===== config.mk =====
export PLATFORM = sky130hd
export DESIGN_NAME = mem_arbiter
export DESIGN_NICKNAME = d
export VERILOG_FILES = /design/src/rtl/mem_arbiter.sv
export SDC_FILE = /design/constraint.sdc
export NUM_CORES = 1
export LEC_CHECK = 0
export BUFFER_PORTS_ARGS = -buffer_cell sky130_fd_sc_hd__buf_2
export CELL_PAD_IN_SITES_DETAIL_PLACEMENT = 1
export CELL_PAD_IN_SITES_GLOBAL_PLACEMENT = 2
export CORE_UTILIZATION = 27
export DETAILED_ROUTE_END_ITERATION = 6
export GPL_TIMING_DRIVEN = 1
export PLACE_DENSITY_LB_ADDON = 0.3
export RECOVER_POWER = 100
export SYNTH_ARGS = -nofsm -noshare
export SYNTH_HDL_FRONTEND = slang
export SYNTH_SLANG_ARGS = --single-unit
export TNS_END_PERCENT = 30

===== constraint.sdc =====
create_clock -name clk_20 -period 3.7 [get_ports clk_20]
set_input_delay 0.74 -clock clk_20 [delete_from_list [all_inputs] [get_ports clk_20]]
set_output_delay 0.74 -clock clk_20 [all_outputs]
set_load 0.01 [all_outputs]

===== src/rtl/mem_arbiter.sv =====
// Two-master arbiter (instruction fetch and data stage) in front of one single-port memory.
// Data wins by default; a saturating starve counter forces a fetch grant after STARVE_MAX data wins.
module mem_arbiter #(
    parameter int STARVE_MAX = 3
) (
    input  logic        clk_20,
    input  logic        rst_n,

    input  logic        if_req,
    input  logic [31:0] if_addr,
    output logic [31:0] if_rdata,
    output logic        if_done,

    input  logic        d_req,
    input  logic        d_we,
    input  logic [31:0] d_addr,
    input  logic [31:0] d_wdata,
    output logic [31:0] d_rdata,
    output logic        d_done,

    output logic        m_en,
    output logic        m_we,
    output logic [31:0] m_addr,
    output logic [31:0] m_wdata,
    input  logic [31:0] m_rdata,
    input  logic        m_ack
);

    typedef enum logic [1:0] {
        IDLE    = 2'd0,
        SERVE_I = 2'd1,
        SERVE_D = 2'd2
    } state_t;

    localparam logic [3:0] STARVE_LIM = 4'(STARVE_MAX);

    state_t      state_q, state_d;
    logic [3:0]  starve_q, starve_d;

    logic        m_en_q, m_en_d;
    logic        m_we_q, m_we_d;
    logic [31:0] m_addr_q, m_addr_d;
    logic [31:0] m_wdata_q, m_wdata_d;
    logic        if_done_q, if_done_d;
    logic        d_done_q, d_done_d;
    logic [31:0] if_rdata_q, if_rdata_d;
    logic [31:0] d_rdata_q, d_rdata_d;

    logic        if_unmasked;
    logic        d_unmasked;
    logic        grant_d;
    logic        grant_i;

    // A requester whose done pulse is showing is still holding its old request; ignore it.
    assign if_unmasked = if_req & ~if_done_q;
    assign d_unmasked  = d_req  & ~d_done_q;

    assign grant_d = (state_q == IDLE) && d_unmasked &&
                     (!if_unmasked || (starve_q != STARVE_LIM));
    assign grant_i = (state_q == IDLE) && if_unmasked && !grant_d;

    // State register
    always_ff @(posedge clk_20) begin
        if (!rst_n) begin
            state_q    <= IDLE;
            starve_q   <= 4'd0;
            m_en_q     <= 1'b0;
            m_we_q     <= 1'b0;
            m_addr_q   <= 32'd0;
            m_wdata_q  <= 32'd0;
            if_done_q  <= 1'b0;
            d_done_q   <= 1'b0;
            if_rdata_q <= 32'd0;
            d_rdata_q  <= 32'd0;
        end else begin
            state_q    <= state_d;
            starve_q   <= starve_d;
            m_en_q     <= m_en_d;
            m_we_q     <= m_we_d;
            m_addr_q   <= m_addr_d;
            m_wdata_q  <= m_wdata_d;
            if_done_q  <= if_done_d;
            d_done_q   <= d_done_d;
            if_rdata_q <= if_rdata_d;
            d_rdata_q  <= d_rdata_d;
        end
    end

    // Next-state and starvation bookkeeping
    always_comb begin
        state_d  = state_q;
        starve_d = starve_q;
        case (state_q)
            IDLE: begin
                if (grant_d) begin
                    state_d = SERVE_D;
                end else if (grant_i) begin
                    state_d = SERVE_I;
                end
            end
            SERVE_I, SERVE_D: begin
                if (m_ack) begin
                    state_d = IDLE;
                end
            end
            default: state_d = IDLE;
        endcase

        if (grant_i) begin
            starve_d = 4'd0;
        end else if (grant_d && if_unmasked && (starve_q < STARVE_LIM)) begin
            starve_d = starve_q + 4'd1;
        end
    end

    // Registered outputs: memory command launched on grant, retired on ack
    always_comb begin
        m_en_d     = m_en_q;
        m_we_d     = m_we_q;
        m_addr_d   = m_addr_q;
        m_wdata_d  = m_wdata_q;
        if_done_d  = 1'b0;
        d_done_d   = 1'b0;
        if_rdata_d = if_rdata_q;
        d_rdata_d  = d_rdata_q;

        case (state_q)
            IDLE: begin
                if (grant_d) begin
                    m_en_d    = 1'b1;
                    m_we_d    = d_we;
                    m_addr_d  = d_addr;
                    m_wdata_d = d_wdata;
                end else if (grant_i) begin
                    m_en_d    = 1'b1;
                    m_we_d    = 1'b0;
                    m_addr_d  = if_addr;
                    m_wdata_d = 32'd0;
                end
            end
            SERVE_I: begin
                if (m_ack) begin
                    m_en_d     = 1'b0;
                    m_we_d     = 1'b0;
                    if_done_d  = 1'b1;
                    if_rdata_d = m_rdata;
                end
            end
            SERVE_D: begin
                if (m_ack) begin
                    m_en_d   = 1'b0;
                    m_we_d   = 1'b0;
                    d_done_d = 1'b1;
                    if (!m_we_q) begin
                        d_rdata_d = m_rdata;
                    end
                end
            end
            default: begin
                m_en_d = 1'b0;
                m_we_d = 1'b0;
            end
        endcase
    end

    assign m_en     = m_en_q;
    assign m_we     = m_we_q;
    assign m_addr   = m_addr_q;
    assign m_wdata  = m_wdata_q;
    assign if_done  = if_done_q;
    assign d_done   = d_done_q;
    assign if_rdata = if_rdata_q;
    assign d_rdata  = d_rdata_q;

endmodule


# Yosys cells after proc, flatten, opt, wreduce, memory -nomap -nowiden
# Index checks and enable logic that the tools add are counted.
# word_totals
ff_bits	138
output_inout_bits	132
input_bits	134
# op_classes
bitwise_logic	6
mux	16
eq_ne	5
n_addsub	1
reduce_logical	19
order_cmp	1
# op_table
operator	count
2-to-1 mux 32 bit	4
AND reduction 2 bit	5
logical AND 1 bit	6
2-to-1 mux 1 bit	6
2-to-1 mux 2 bit	3
adder 4 x 1 -> 4 bit (second input constant)	1
< comparator 4 x 2 -> 1 bit (second input constant)	1
!= test 4 x 2 -> 1 bit (second input constant)	1
NOT 1 bit	4
one-hot mux 1 bit (2 select lines)	2
one-hot mux 2 bit (2 select lines)	1
OR reduction 2 bit	2
!= test 3 bit (second input constant)	1
AND reduction 3 bit	1
AND 1 bit	2
== test 2 x 1 -> 1 bit (second input constant)	1
== test 2 bit (second input constant)	1
zero test 1 bit	2
zero test 2 bit	1
!= test 2 x 1 -> 1 bit (second input constant)	1
nonzero test 2 bit	1
logical OR 1 bit	1

# Logic depth before layout (Yosys ltp)
# Gate-level depths: netlist (run 1).
# depth
depth_word	10
depth_mapped	7
ltp_nobuf	5

# Worst setup path after synthesis (run 1)
# OpenSTA, ideal clock, no wires.
# synth_path
path_kind	input port to flip-flop
start	input port if_req
end	register starve_q[0]
path_buffers	0
path_stages	3
t_arrival_ns	1.761
setup_time_ns	0.086
slack_ns	1.853
path_cell_list	or4b_1 -> or3_1 -> a211oi_1
# synth_via
elab_chain_len	7
# synth_rtl
element	line	text
start, declared	9	input logic if_req,
AND 1 bit (*)	55	assign if_unmasked = if_req & ~if_done_q;
zero test 1 bit	59	(!if_unmasked || (starve_q != STARVE_LIM));
logical OR 1 bit	59	
logical AND 1 bit	58	assign grant_d = (state_q == IDLE) && d_unmasked &&
zero test 1 bit	60	assign grant_i = (state_q == IDLE) && if_unmasked && !grant_d;
logical AND 1 bit	60	
OR reduction 2 bit (no source line)	-	
end signal, assigned	77	starve_q <= starve_d;
end, declared	38	logic [3:0] starve_q, starve_d;
# Every way passes the cells marked *; elsewhere a longest branch is shown, timed or not.
# A chain may end at the register's enable or synchronous reset.

==> impl_metrics.py, run 1 <==
metrics = {
    "sta": {
        "slew_headroom_pct": -1.43,
        "fin_crit_sh_pct": 74.8,
        "max_freq_mhz": 361,
        "rsz0062_at_grt": "false",
        "final.setup.tns_ns": 0,
        "slew_viol_final": 33,
        "setup_viol": 0,
        "period_needed_ns": 2.77,
        "worst_pin_slew_ns": 1.52,
        "hold_viol": 0,
        "skew_ns": 0.0170,
    },
    "critical_path": {
        "path_buf_inv": 2,
        "startpoint_type": "primary input",
        "arrival_ns": 3.12,
        "cp_slowest_cell": "clkbuf_1",
        "r2r-start": "state_q[0]",
        "cp_data_required_time_ns": 4.05,
        "crit_cells": 5,
        "path_cells": "buf_2 -> and4b_1 -> o21a_1 -> clkbuf_1 -> a32o_1",
        "worstRegToRegCells": 6,
        "worstReg2RegEnd": "m_wdata[12]",
        "worstPathMaxFanout": 39,
        "slowest_delay_ns": 1.09,
        "cp_top_family": "buffers and inverters",
        "critPathKind": "in2reg",
        "end_kind": "register",
        "cp-endpoint": "m_wdata[12]",
        "reg2reg_slack_ns": 1.11,
        "crit_start": "rst_n",
    },
    "finish": {
        "multiInputGateArea_mm2": 0.00211,
        "final_layout_size_suffix_gt1_share_pct": 20.9,
        "seqCellArea_mm2": 0.00276,
        "n_fill_cell": 2451,
        "stdcell_area_mm2": 0.00718,
        "fin_nets": 973,
        "area_delta_synth_final_pct": 32.3,
    },
    "floorplanning": {
        "die_y_um": 144,
        "die_w_um": 144,
        "die_area_mm2": 0.0207,
        "initial_utilization_pct": 27.7,
        "num_io_pins": 266,
        "coreArea_mm2": 0.0196,
        "row_count": 51,
    },
    "route": {
        "drtAntennaViolNets": 0,
        "via_per_inst": 4.75,
        "dr.pass1.iters": 4,
        "dr_total_vias": 5291,
        "drc": 0,
        "drt_iter0_markers": 129,
        "wl_per_cell_um": 16.7,
        "routed_wl_um": 18600,
    },
    "global_route": {
        "antenna_found_initial": 2,
        "grt_overflow_total": 0,
        "grt_start_max_net_pins": 46,
        "track_usage_pct": 17.8,
        "grt_pass1_vias": 5545,
        "grt_pass1_wl_um": 28400,
    },
    "clocking": {
        "cts_resized": 0,
        "cts_tree": "yes",
        "cts_setup_buffers": 0,
        "numCtsBuffers": 17,
        "cts-htree-levels": 4,
        "cts_root_buf": "clkbuf_16",
        "clk_path_buf_depth": 2,
        "hold_buffers": 0,
        "clkTransAtPathRegs_ns": 0.06,
        "clk_latency_ns": 0.42,
        "cts_sinks": 138,
    },
    "yosys": {
        "postSynthCellCount": 592,
        "synth_edf_count": 0,
        "synth_top_family_by_area": "compound AO/OA/AOI/OAI gates",
        "synth_fp_nets": 730,
        "yosys.area.top_type": "dfxtp_1",
        "yosys_warnings": 0,
        "synth-main-ff-cell": "dfxtp_1",
        "yosys.area_share.simple_pct": 13.9,
        "synthTopCellsByCount": "nand2_1, dfxtp_1, a21oi_1",
        "synthesis.area_mm2": 0.00543,
        "synth_xor_area_share_pct": 0,
        "async_flop_share_pct": 0,
        "seq_area_frac_synth_pct": 50.9,
        "synth-compound-area-share_pct": 27.3,
        "synth_cell_types": 38,
        "muxShareOfSynthArea_pct": 0,
        "synthAdderAreaFrac_pct": 0.923,
        "synth-seq-cells": 138,
        "synth.top_cell.area_share_pct": 50.9,
        "yosys-top-cells-area": "dfxtp_1, nand2_1, a221oi_2",
        "yosysMostFrequentCell": "nand2_1",
        "syn_area_per_cell_um2": 9.16,
    },
    "placement": {
        "postPlaceCellArea_mm2": 0.00695,
        "gp_congestion": 0.759,
        "dp.final_hpwl_um": 13100,
        "io_buffers": 265,
    },
    "power_and_ir_drop": {
        "p_total_mw": 3.94,
        "p_leak_nw": 2.82,
        "peakVddDrop_v": 0.000325,
        "p_per_area_mw_per_mm2": 549,
    },
    "min_path": {
        "hp-class": "reg2reg",
        "holdPathStages": 2,
    },
    "run_status": {
        "status": "finished, violations left",
        "violations": "capacitance limit, slew limit",
    },
    "job": {
        "max_cap_violations": 1,
    },
}
worst min path at each step:
| stage | start | end | slack, ns |
|---|---|---|---|
| global route | if_rdata[2] | if_rdata[2] | 0.47 |
| CTS | d_rdata[19] | d_rdata[19] | 0.45 |
| floorplan | starve_q[3] | starve_q[3] | 0.46 |
| finish | d_rdata[19] | d_rdata[19] | 0.45 |
| detailed placement | d_rdata[19] | d_rdata[19] | 0.45 |
| global placement | d_rdata[28] | d_rdata[28] | 0.44 |
state kept, by name, summed over array words and instances (netlist names):
register / flops
starve_q: 4
m_we: 1
m_wdata: 32
m_en: 1
m_addr: 32
d_rdata: 32
d_done: 1
if_rdata: 32
state_q: 2
if_done: 1
power by group:
group | switching (mW) | total, mW | internal [mW]
sequential | 0.0646 | 1.68 | 1.61
combinational | 0.360 | 0.576 | 0.216
clock | 0.631 | 1.69 | 1.06
placed cells by master (no fill, tap or decap), types with 3 or more instances in the layout:
master     Yosys  layout
clkbuf_16      0      17
and3_1         3       3
nand2_1      163     163
dfxtp_1      138     138
inv_1         36      37
ha_1           4       4
clkbuf_8       0       4
clkbuf_1      41     136
buf_4          0      10
buf_2          8     133
nand2b_1       3       3
a221oi_1       2      31
a21oi_1       66      66
a211oi_1      33      33
a32o_1        32      32
clkinv_2       0       3
cell type report:
type,instances,area share [%]
Timing Repair Buffer,277,17.3
Tap cell,265,4.62
Multi-Input combinational cell,364,29.5
Antenna cell,1,0.0349
Clock buffer,24,6.85
Clock inverter,7,1.26
Inverter,37,1.94
Sequential cell,138,38.5
routing by layer:
layer,wire length [um],vias to the layer above,part of all wire (%),global-route usage (%)
li1,-,2562,-,-
met1,7880,2544,42,19.6
met2,9030,169,49,31.4
met3,1490,16,8.0,7.10
met4,176,0,0.95,5.10
met5,0,-,0,0
cells by family (layout without fill, tap and decap cells):
group,count (synthesis),after routing
other cells,0,1
compound gates,177,177
buf+inv,90,345
flops,138,138
fa+ha+maj,4,4
simple gates,183,183
through the flow:
stage | setup WS (ns) | util [%] | cells | hold WS [ns]
2_1_floorplan | 1.85 | - | 592 | 0.460
3_3_place_gp | 1.22 | 35.5 | 1081 | 0.440
3_5_place_dp | 1.19 | 35.5 | 1081 | 0.447
4_1_cts | 1.53 | 38.4 | 1112 | 0.455
5_1_grt | 0.793 | 36.6 | 1112 | 0.474
6_report | 0.931 | 36.6 | 1113 | 0.453
tightest hold or removal path, stage by stage, from the launching register on:
cell and delay (ns):
dfxtp_1 0.30, nand2_1 0.05, a21oi_1 0.05
Note: power is estimated with default switching activity, not from simulation.
==> run 2, diff against run 1 <==
--- a/config.mk
+++ b/config.mk
@@ -8,7 +8,7 @@
 export BUFFER_PORTS_ARGS = -buffer_cell sky130_fd_sc_hd__buf_2
 export CELL_PAD_IN_SITES_DETAIL_PLACEMENT = 1
 export CELL_PAD_IN_SITES_GLOBAL_PLACEMENT = 2
-export CORE_UTILIZATION = 27
+export CORE_UTILIZATION = 25
 export DETAILED_ROUTE_END_ITERATION = 6
 export GPL_TIMING_DRIVEN = 1
 export PLACE_DENSITY_LB_ADDON = 0.3
==> constraint.sdc (replaced) <==
create_clock -name clk_20 -period 2.68 [get_ports clk_20]
set_input_delay 0.536 -clock clk_20 [delete_from_list [all_inputs] [get_ports clk_20]]
set_output_delay 0.536 -clock clk_20 [all_outputs]
set_load 0.01 [all_outputs]
==> run 2 against run 1 <==
Against the previous run:
- the flow now finishes without violations
- first-iteration DRC count is 7.8% lower
- sequential share of layout area is 1.2 points lower
- global-route usage is 1.0 points lower
- critical endpoint is now state_q[0]
- utilization is 1.6 points lower
==> impl_metrics.py, run 2 (synthesized netlist as in run 1, its figures left out) <==
metrics = {
    "placement": {
        "gp_congestion": 0.729,
        "postPlaceCellArea_mm2": 0.00701,
        "io_buffers": 265,
        "dp.final_hpwl_um": 13600,
        "numPlacedInstances": 1093,
    },
    "clocking": {
        "clk_path_buf_depth": 2,
        "cts-htree-levels": 4,
        "cts_tree": "yes",
        "hold_buffers": 0,
        "cts_setup_buffers": 0,
        "clk_latency_ns": 0.41,
        "numCtsBuffers": 17,
        "cts_resized": 0,
        "cts_sinks": 138,
        "clkTransAtPathRegs_ns": 0.06,
        "cts_root_buf": "clkbuf_16",
    },
    "global_route": {
        "grt_start_max_net_pins": 53,
        "met3_usage_pct": 6.21,
        "grt_pass1_vias": 5401,
        "grt_pass1_wl_um": 29300,
        "antenna_found_initial": 2,
        "met2_usage_pct": 28.9,
        "grt_use_met1_pct": 19.6,
        "track_usage_pct": 16.8,
        "grt_overflow_total": 0,
        "grt.busiest_layer": "met2",
    },
    "sta": {
        "slew_viol_final": 0,
        "setup_viol": 0,
        "final.setup.tns_ns": 0,
        "period_needed_ns": 2.30,
        "worst_pin_slew_ns": 1.19,
        "skew_ns": 0.00951,
        "max_freq_mhz": 436,
        "hold_viol": 0,
        "rsz0062_at_grt": "false",
        "slew_headroom_pct": 21.0,
        "fin_crit_sh_pct": 85.7,
    },
    "finish": {
        "mostFrequentLayoutCell": "nand2_1",
        "area_delta_synth_final_pct": 36.7,
        "stdcell_area_mm2": 0.00742,
        "layout_common_cells": "nand2_1, dfxtp_1, clkbuf_1",
        "n_fill_cell": 2610,
        "multiInputGateArea_mm2": 0.00229,
        "fin_cells": 1126,
        "final_layout_size_suffix_gt1_share_pct": 24.9,
        "fin_nets": 975,
        "seqCellArea_mm2": 0.00276,
    },
    "route": {
        "dr.pass1.iters": 4,
        "via_per_inst": 4.70,
        "drtAntennaViolNets": 0,
        "routed_wl_um": 19000,
        "wl_per_cell_um": 16.9,
        "drt_iter0_markers": 119,
        "drc": 0,
        "dr_total_vias": 5294,
    },
    "floorplanning": {
        "coreArea_mm2": 0.0212,
        "die_w_um": 149,
        "num_io_pins": 266,
        "row_count": 53,
        "die_y_um": 149,
        "die_area_mm2": 0.0223,
        "initial_utilization_pct": 25.6,
    },
    "critical_path": {
        "end_kind": "register",
        "critPathKind": "in2reg",
        "worstPathMaxFanout": 52,
        "reg2reg_slack_ns": 0.41,
        "startpoint_type": "primary input",
        "arrival_ns": 2.62,
        "cp_data_required_time_ns": 3.00,
    },
    "power_and_ir_drop": {
        "p_total_mw": 5.56,
        "p_per_area_mw_per_mm2": 750,
        "p_leak_nw": 2.85,
        "peakVddDrop_v": 0.000397,
    },
    "job": {
        "max_cap_violations": 0,
    },
    "run_status": {
        "status": "completed",
    },
    "min_path": {
        "hp-class": "in2reg",
    },
}
-- run 2: area by class of cell --
cell class / instances / share of cell area [%]
Antenna cell: 1 / 0.0337
Clock inverter: 15 / 2.24
Sequential cell: 138 / 37.3
Timing Repair Buffer: 279 / 17.3
Tap cell: 275 / 4.64
Multi-Input combinational cell: 364 / 30.9
Clock buffer: 17 / 5.74
Inverter: 37 / 1.87
-- run 2: critical path, stage by stage --
cell and delay [ns]:
clkbuf_1 0.11, clkbuf_2 0.68, inv_1 0.49, buf_4 0.45
o32ai_1 0.33
-- run 2: through the flow --
stage | hold WS (ns) | worst slack (ns) | utilization [%]
CTS | 0.313 | 0.422 | 35.9
detailed placement | 0.447 | 0.431 | 33.1
global placement | 0.440 | 0.578 | 33.1
floorplan | 0.460 | 0.986 | -
global route | 0.314 | 0.144 | 35.0
finish | 0.333 | 0.384 | 35.1
-- run 2: final timing paths --
path / from / depth (start not counted) / end
worst min register to register: d_rdata[15] / 2 / d_rdata[15]
worst min-delay path: d_wdata[8] / 2 / m_wdata[8]
worst max register to register: state_q[0] / 5 / m_wdata[2]
worst max-delay path: rst_n / 5 / state_q[0]
-- run 2: power by group --
part	switching, mW	leakage [nW]	internal (mW)
Clock	0.985	0.275	1.39
Sequential	0.0908	1.13	2.22
Combinational	0.537	1.44	0.333
Total	1.61	2.85	3.95
-- run 2: layer usage --
metal / vias up / wire, um
li1: 2582 / -
met1: 2527 / 7880
met2: 168 / 9300
met3: 15 / 1650
met4: 2 / 158
met5: - / 14
